**src/rtl/ifid_skid_reg.sv**
```systemverilog
// IF/ID pipeline register with valid/ready handshake, two-entry skid buffer,
// NOP insertion on flush and saturating bubble/flush performance counters.
module ifid_skid_reg #(
  parameter int                 PC_W     = 32,
  parameter int                 INST_W   = 32,
  parameter logic [INST_W-1:0]  NOP_INST = '0,
  parameter int                 CNT_W    = 16
) (
  input  logic              clk_i,
  input  logic              rst_n_i,
  input  logic              valid_i,
  output logic              ready_o,
  input  logic [PC_W-1:0]   pc_i,
  input  logic [INST_W-1:0] inst_i,
  output logic              valid_o,
  input  logic              ready_i,
  input  logic              stall_i,
  input  logic              flush_i,
  output logic [PC_W-1:0]   pc_o,
  output logic [INST_W-1:0] inst_o,
  output logic [CNT_W-1:0]  bubble_cnt_o,
  output logic [CNT_W-1:0]  flush_cnt_o
);

  typedef enum logic [1:0] {EMPTY, ONE, FULL} state_t;

  state_t              state_q, state_d;
  logic [PC_W-1:0]     head_pc_q, skid_pc_q;
  logic [INST_W-1:0]   head_inst_q, skid_inst_q;
  logic [CNT_W-1:0]    bubble_cnt_q, flush_cnt_q;

  logic up_acc, dn_acc;
  logic head_ld_in, head_ld_skid, head_clr, skid_ld;

  function automatic logic [CNT_W-1:0] sat_inc(input logic [CNT_W-1:0] v);
    return (&v) ? v : v + CNT_W'(1);
  endfunction

  assign valid_o = (state_q != EMPTY);
  assign ready_o = (state_q != FULL);
  assign up_acc  = valid_i & ready_o;
  assign dn_acc  = valid_o & ready_i & ~stall_i;

  always_comb begin
    state_d      = state_q;
    head_ld_in   = 1'b0;
    head_ld_skid = 1'b0;
    head_clr     = 1'b0;
    skid_ld      = 1'b0;
    if (flush_i) begin
      // Everything held or accepted this cycle is squashed.
      state_d  = EMPTY;
      head_clr = 1'b1;
    end else begin
      unique case (state_q)
        EMPTY: begin
          if (up_acc) begin
            state_d    = ONE;
            head_ld_in = 1'b1;
          end
        end
        ONE: begin
          if (up_acc && dn_acc) begin
            head_ld_in = 1'b1;
          end else if (up_acc) begin
            state_d = FULL;
            skid_ld = 1'b1;
          end else if (dn_acc) begin
            state_d  = EMPTY;
            head_clr = 1'b1;
          end
        end
        FULL: begin
          if (dn_acc) begin
            state_d      = ONE;
            head_ld_skid = 1'b1;
          end
        end
        default: state_d = EMPTY;
      endcase
    end
  end

  always_ff @(posedge clk_i or negedge rst_n_i) begin
    if (!rst_n_i) begin
      state_q <= EMPTY;
    end else begin
      state_q <= state_d;
    end
  end

  // Head/skid storage; emptying keeps the last PC but shows NOP.
  always_ff @(posedge clk_i or negedge rst_n_i) begin
    if (!rst_n_i) begin
      head_pc_q   <= '0;
      head_inst_q <= NOP_INST;
      skid_pc_q   <= '0;
      skid_inst_q <= NOP_INST;
    end else begin
      if (head_ld_in) begin
        head_pc_q   <= pc_i;
        head_inst_q <= inst_i;
      end else if (head_ld_skid) begin
        head_pc_q   <= skid_pc_q;
        head_inst_q <= skid_inst_q;
      end else if (head_clr) begin
        head_inst_q <= NOP_INST;
      end
      if (skid_ld) begin
        skid_pc_q   <= pc_i;
        skid_inst_q <= inst_i;
      end
    end
  end

  always_ff @(posedge clk_i or negedge rst_n_i) begin
    if (!rst_n_i) begin
      bubble_cnt_q <= '0;
      flush_cnt_q  <= '0;
    end else begin
      if (!valid_o) bubble_cnt_q <= sat_inc(bubble_cnt_q);
      if (flush_i)  flush_cnt_q  <= sat_inc(flush_cnt_q);
    end
  end

  assign pc_o         = head_pc_q;
  assign inst_o       = head_inst_q;
  assign bubble_cnt_o = bubble_cnt_q;
  assign flush_cnt_o  = flush_cnt_q;

endmodule

```
**config.mk**
```make
export PLATFORM = sky130hd
export DESIGN_NAME = ifid_skid_reg
export DESIGN_NICKNAME = d
export VERILOG_FILES = /design/src/rtl/ifid_skid_reg.sv
export SDC_FILE = /design/constraint.sdc
export NUM_CORES = 1
export LEC_CHECK = 0
export CORE_MARGIN = 2
export CORE_UTILIZATION = 25
export DETAILED_ROUTE_END_ITERATION = 8
export PLACE_DENSITY_LB_ADDON = 0.12
export SLEW_MARGIN = 20
export SYNTH_ARGS = -nofsm -noshare
export SYNTH_HDL_FRONTEND = slang
export SYNTH_SLANG_ARGS = --single-unit
```
**constraint.sdc**
```tcl
create_clock -name clk_i -period 1.8 [get_ports clk_i]
set_input_delay 0.36 -clock clk_i [delete_from_list [all_inputs] [get_ports clk_i]]
set_output_delay 0.36 -clock clk_i [all_outputs]
set_load 0.02 [all_outputs]
```
After elaboration in Yosys (flattened, before gate mapping) --
Index checks and enable logic that the tools add are counted.
Operators by class: $add $sub $neg 2, reduce and logical (&&, ||, !) cells 10, mux-type cells 26, eq/ne operators 7, bitwise operators 7
Operators with widths (number):
- 2-to-1 mux 32 bit | 5
- adder 16 x 1 -> 16 bit (second input constant) | 2
- AND reduction 16 bit | 2
- 2-to-1 mux 1 bit | 13
- 2-to-1 mux 2 bit | 6
- inequality test 3 bit (second input constant) | 3
- one-hot mux 2 bit (3 select lines) | 1
- inequality test 4 bit (second input constant) | 1
- inverter 1 bit | 4
- AND reduction 2 bit | 2
- AND reduction 4 bit | 1
- nonzero test 2 bit | 2
- bitwise AND 1 bit | 3
- nonzero test 3 bit | 1
- equality test 2 x 1 -> 1 bit (second input constant) | 1
- equality test 2 bit (second input constant) | 1
- logical NOT 2 bit | 1
- inequality test 2 bit (second input constant) | 1
- one-hot mux 1 bit (2 select lines) | 1
- logical AND 1 bit | 1
Word-level totals: register bits 162, output and inout bits 98

Depth between registers and ports, before layout --
depth after elaboration 11, gate-level depth with buffers 6

Worst setup path before layout --
Ideal clock, no wire load.
path kind register to register, start point reg flush_cnt_q[0] (netlist: flush_cnt_o[0]), end point reg flush_cnt_q[1] (netlist: flush_cnt_o[1]), cell stages (with the launch flop) 7, data required time 1.675 ns, buffers on the path 1, arrival time 1.955 ns, library setup time 0.125 ns, path slack -0.280 ns, path through dfrtp_1 > ha_1 > nand4_1 > or4_1 > buf_2 > nand2_1 > mux2_2
On the way: cells in the longest elaborated chain, start to end 3, elaborated cells on any way between the ends 4, those cells by class 1 x add/sub; 1 x bitwise; 2 x reduce/logical
Ends and longest elaborated chain:
- start: declaration | line 30 | logic [CNT_W-1:0] bubble_cnt_q, flush_cnt_q;
- start signal: assignment | line 122 | if (flush_i) flush_cnt_q <= sat_inc(flush_cnt_q);
- branches (longest 3 deep; another with adder 16 x 1 -> 16 bit)
Parallel ways; which one is timed is not known. A chain may end at the register's enable or synchronous reset.

Final worst setup path --
start point reg head_pc_q[27] (netlist: pc_o[27]), end point out pc_o[27]
RTL lines:
- start: declaration | line 28 | logic [PC_W-1:0] head_pc_q, skid_pc_q;
- start signal: assignment | line 101 | head_pc_q <= pc_i;
- start signal: assignment | line 104 | head_pc_q <= skid_pc_q;
- end: declaration | line 19 | output logic [PC_W-1:0] pc_o,
No word-level cell between the ends.

==> results.toml <==
[synthesis]
synth_compound_area_frac = 0.0663
async_flop_share = 1.00
synth-seq-area-share = 0.572
synthMuxAreaShare = 0.201
synth_cells = 588
synth_top_area_share = 0.572
yosysTopAreaCell = "dfrtp_1"
synth_fa_ha_area_frac = 0.00353
synth_xor_area_frac = 0.0272
yosysWarnings = 0
synth.distinct_cells = 46
synthFlopType = "dfrtp_1"
synth_nets = 660
ys_top_cells_by_area = "dfrtp_1 (57%), mux2_2 (11%), mux2i_1 (9.2%)"
avgSynthCellArea_um2 = 12.1
syn_area_mm2 = 0.00709
synth-edff-count = 0
ys_seq_elements = 162
synth_simple_gate_area_frac = 0.104
synth_top_family_by_area = "multiplexers"

[critical_path]
crit_chain = "clkdlybuf4s50_1"
cp-start-kind = "flop"
path_class = "flop to primary output"
critPathTopFamily = "buffers and inverters"
cp_slowest_stage_delay_ps = 620
crit_arrival_ps = 1400
critPathMaxFanout = 2
required_ps = 1440
worst-path-buf-inv = 1
cp_slowest_cell = "clkdlybuf4s50_1"
crit_path_end_kind = "primary output"

[detailed_routing]
vias = 5289
wire_per_inst_um = 16.2
drt_iter0_markers = 174
vias_per_cell = 4.45
drtPass1Iterations = 4
drc = 0
routed_wl_mm = 19.2
ant_nets = 0

[pwr]
powerDensity_mw_per_mm2 = 1200
clkPwrFrac = 0.285
ir_drop_v = 0.000485
p_int_w = 0.00843
power_switching_w = 0.00396
combPwrFrac = 0.296
p_seq_frac = 0.418
leakage_nw = 4.91
total_power_w = 0.0124
p_sw_frac = 0.320

[floorplan]
die_h_um = 172
die_w_um = 172
dieArea_mm2 = 0.0297
initial_core_util = 0.255
ios = 168
rows = 61
core_area_mm2 = 0.0279

[global_routing]
grt_overflow = 0
grt_max_degree = 61
antenna_found_initial = 0
grt_pass1_wl_mm = 30.6
grt_usage = 0.134
grt_pass1_vias = 5666

[clocking]
htree_levels = 4
clk_path_buf_depth = 2
cts.sinks = 162
clockRootBuffer = "clkbuf_16"
clock_insertion_delay_worst_skew_ps = 420
cts_buffers = 17
cts_tree = "built"
path_clk_slew_ps = 70

[timing]
tightest_slew_ps = 516
final-hold-violation-count = 0
tns_ps = 0
period_needed_ps = 1760
drv_slew = 0
worst_slack_ps = 42.6
hold_ws_ps = 384
fmaxAchievable_mhz = 569
max_slew_margin = 0.653
fin_worst_skew_ps = 11.1
fin_crit_sh = 0.976
setup_viol = 0

[final_layout]
drive_gt1_frac = 0.220
diodes = 0
fin_nets = 869
utilization = 0.372
area_delta_synth_final_pct = 46.3

[placement]
post-place-ws_ps = -416
dp_hpwl_mm = 13.6
port_buffers = 167
globalplace.congestion = 0.818

[outcome]
outcome = "finished clean"

[job]
max_cap_viol_count = 0

[worst_hold_path]
worstHoldPathType = "primary input to async pin"
## cell type report
type | instances | area (µm²)
clock inverter | 13 | 124
inverter | 5 | 21.3
tap | 378 | 473
multi-input combinational | 389 | 2940
sequential | 162 | 4060
timing repair buffer | 222 | 2310
clock buffer | 19 | 443
fill | 2738 | 17500
## final timing paths
path	endpoint	slack, ps	depth (start not counted)	from
worst max-delay path	pc_o[27]	40	1	pc_o[27]
worst min-delay path	skid_inst_q[26]	380	2	rst_n_i
worst max register to register	pc_o[19]	80	5	state_q[1]
worst min register to register	inst_o[16]	480	2	inst_o[16]
max in group asynchronous	pc_o[26]	770	3	rst_n_i
min in group clk_i	state_q[0]	400	4	valid_i
## cell usage after synthesis, drive strengths merged (2+ instances only)
cell / instances
a2111oi: 2
a211oi: 4
a21oi: 2
a31oi: 2
and3: 5
and4: 2
buf: 18
clkbuf: 14
dfrtp: 162
ha: 2
inv: 5
mux2: 69
mux2i: 65
nand2: 76
nand2b: 4
nand3: 18
nand3b: 2
nand4: 10
nand4bb: 2
nor2: 9
nor3: 6
nor4: 3
o21ai: 66
o41ai: 2
or3: 4
xnor2: 14
xor2: 8
## power groups by stage
stage	Clock [W]	Combinational [W]	Sequential, W
finish	0.00354	0.00367	0.00519
global route	0.00383	0.00403	0.00532
CTS	0.00368	0.00378	0.00521
detailed placement	0	0.00392	0.00527
global placement	0	0.00384	0.00522
floorplan	0	0.00141	0.00579
## metrics by stage
stage	cells	area (µm²)
final	1188	10400
after global routing	1188	10400
after CTS	1187	10300
after detailed placement	1154	9730
after global placement	1154	9730
after floorplan	588	7130
## layer usage
metal  part of all wire  up-vias  track usage
met4              0.014        0       0.0427
met2               0.49      115        0.229
met1               0.44     2658        0.163
li1                   -     2504            -
met5                  0        -            0
met3              0.050       12       0.0375
## flip-flops by register name, summed over array words and instances (netlist names)
| register | cells |
|---|---|
| flush_cnt_o | 16 |
| skid_pc_q | 32 |
| skid_inst_q | 32 |
| pc_o | 32 |
| state_q | 2 |
| inst_o | 32 |
| bubble_cnt_o | 16 |
## repair_timing
action,in CTS,in global routing
hold buffers,1,0
pin swaps,1,2
gates cloned,0,0
resized for setup,51,36
hold endpoints to repair,21,0
endpoints found under the setup margin,48,71
setup buffers,0,1
## cell families after synthesis
kind of cell	count (synthesis)
XOR/XNOR	22
flip-flops	162
adder cells (fa/ha/maj)	2
buffers and inverters	37
AO/OA/AOI/OAI	83
AND/OR/NAND/NOR	148
multiplexers	134
## cells in the final DEF (no fill, tap or decap), drive strengths merged, types with 3 or more instances in the layout
master	n
clkinvlp	3
nand2b	4
mux2i	65
nand3	18
nand4	10
and3	5
nor4	3
dfrtp	162
clkdlybuf4s50	89
inv	10
clkbuf	19
o21ai	66
clkinv	4
nand2	76
dlygate4sd2	43
dlymetal6s2s	32
or3	4
nor2	9
mux2	69
xor2	8
nor3	6
a211oi	4
buf	56
xnor2	14
Note: power is estimated with default switching activity, not from simulation.
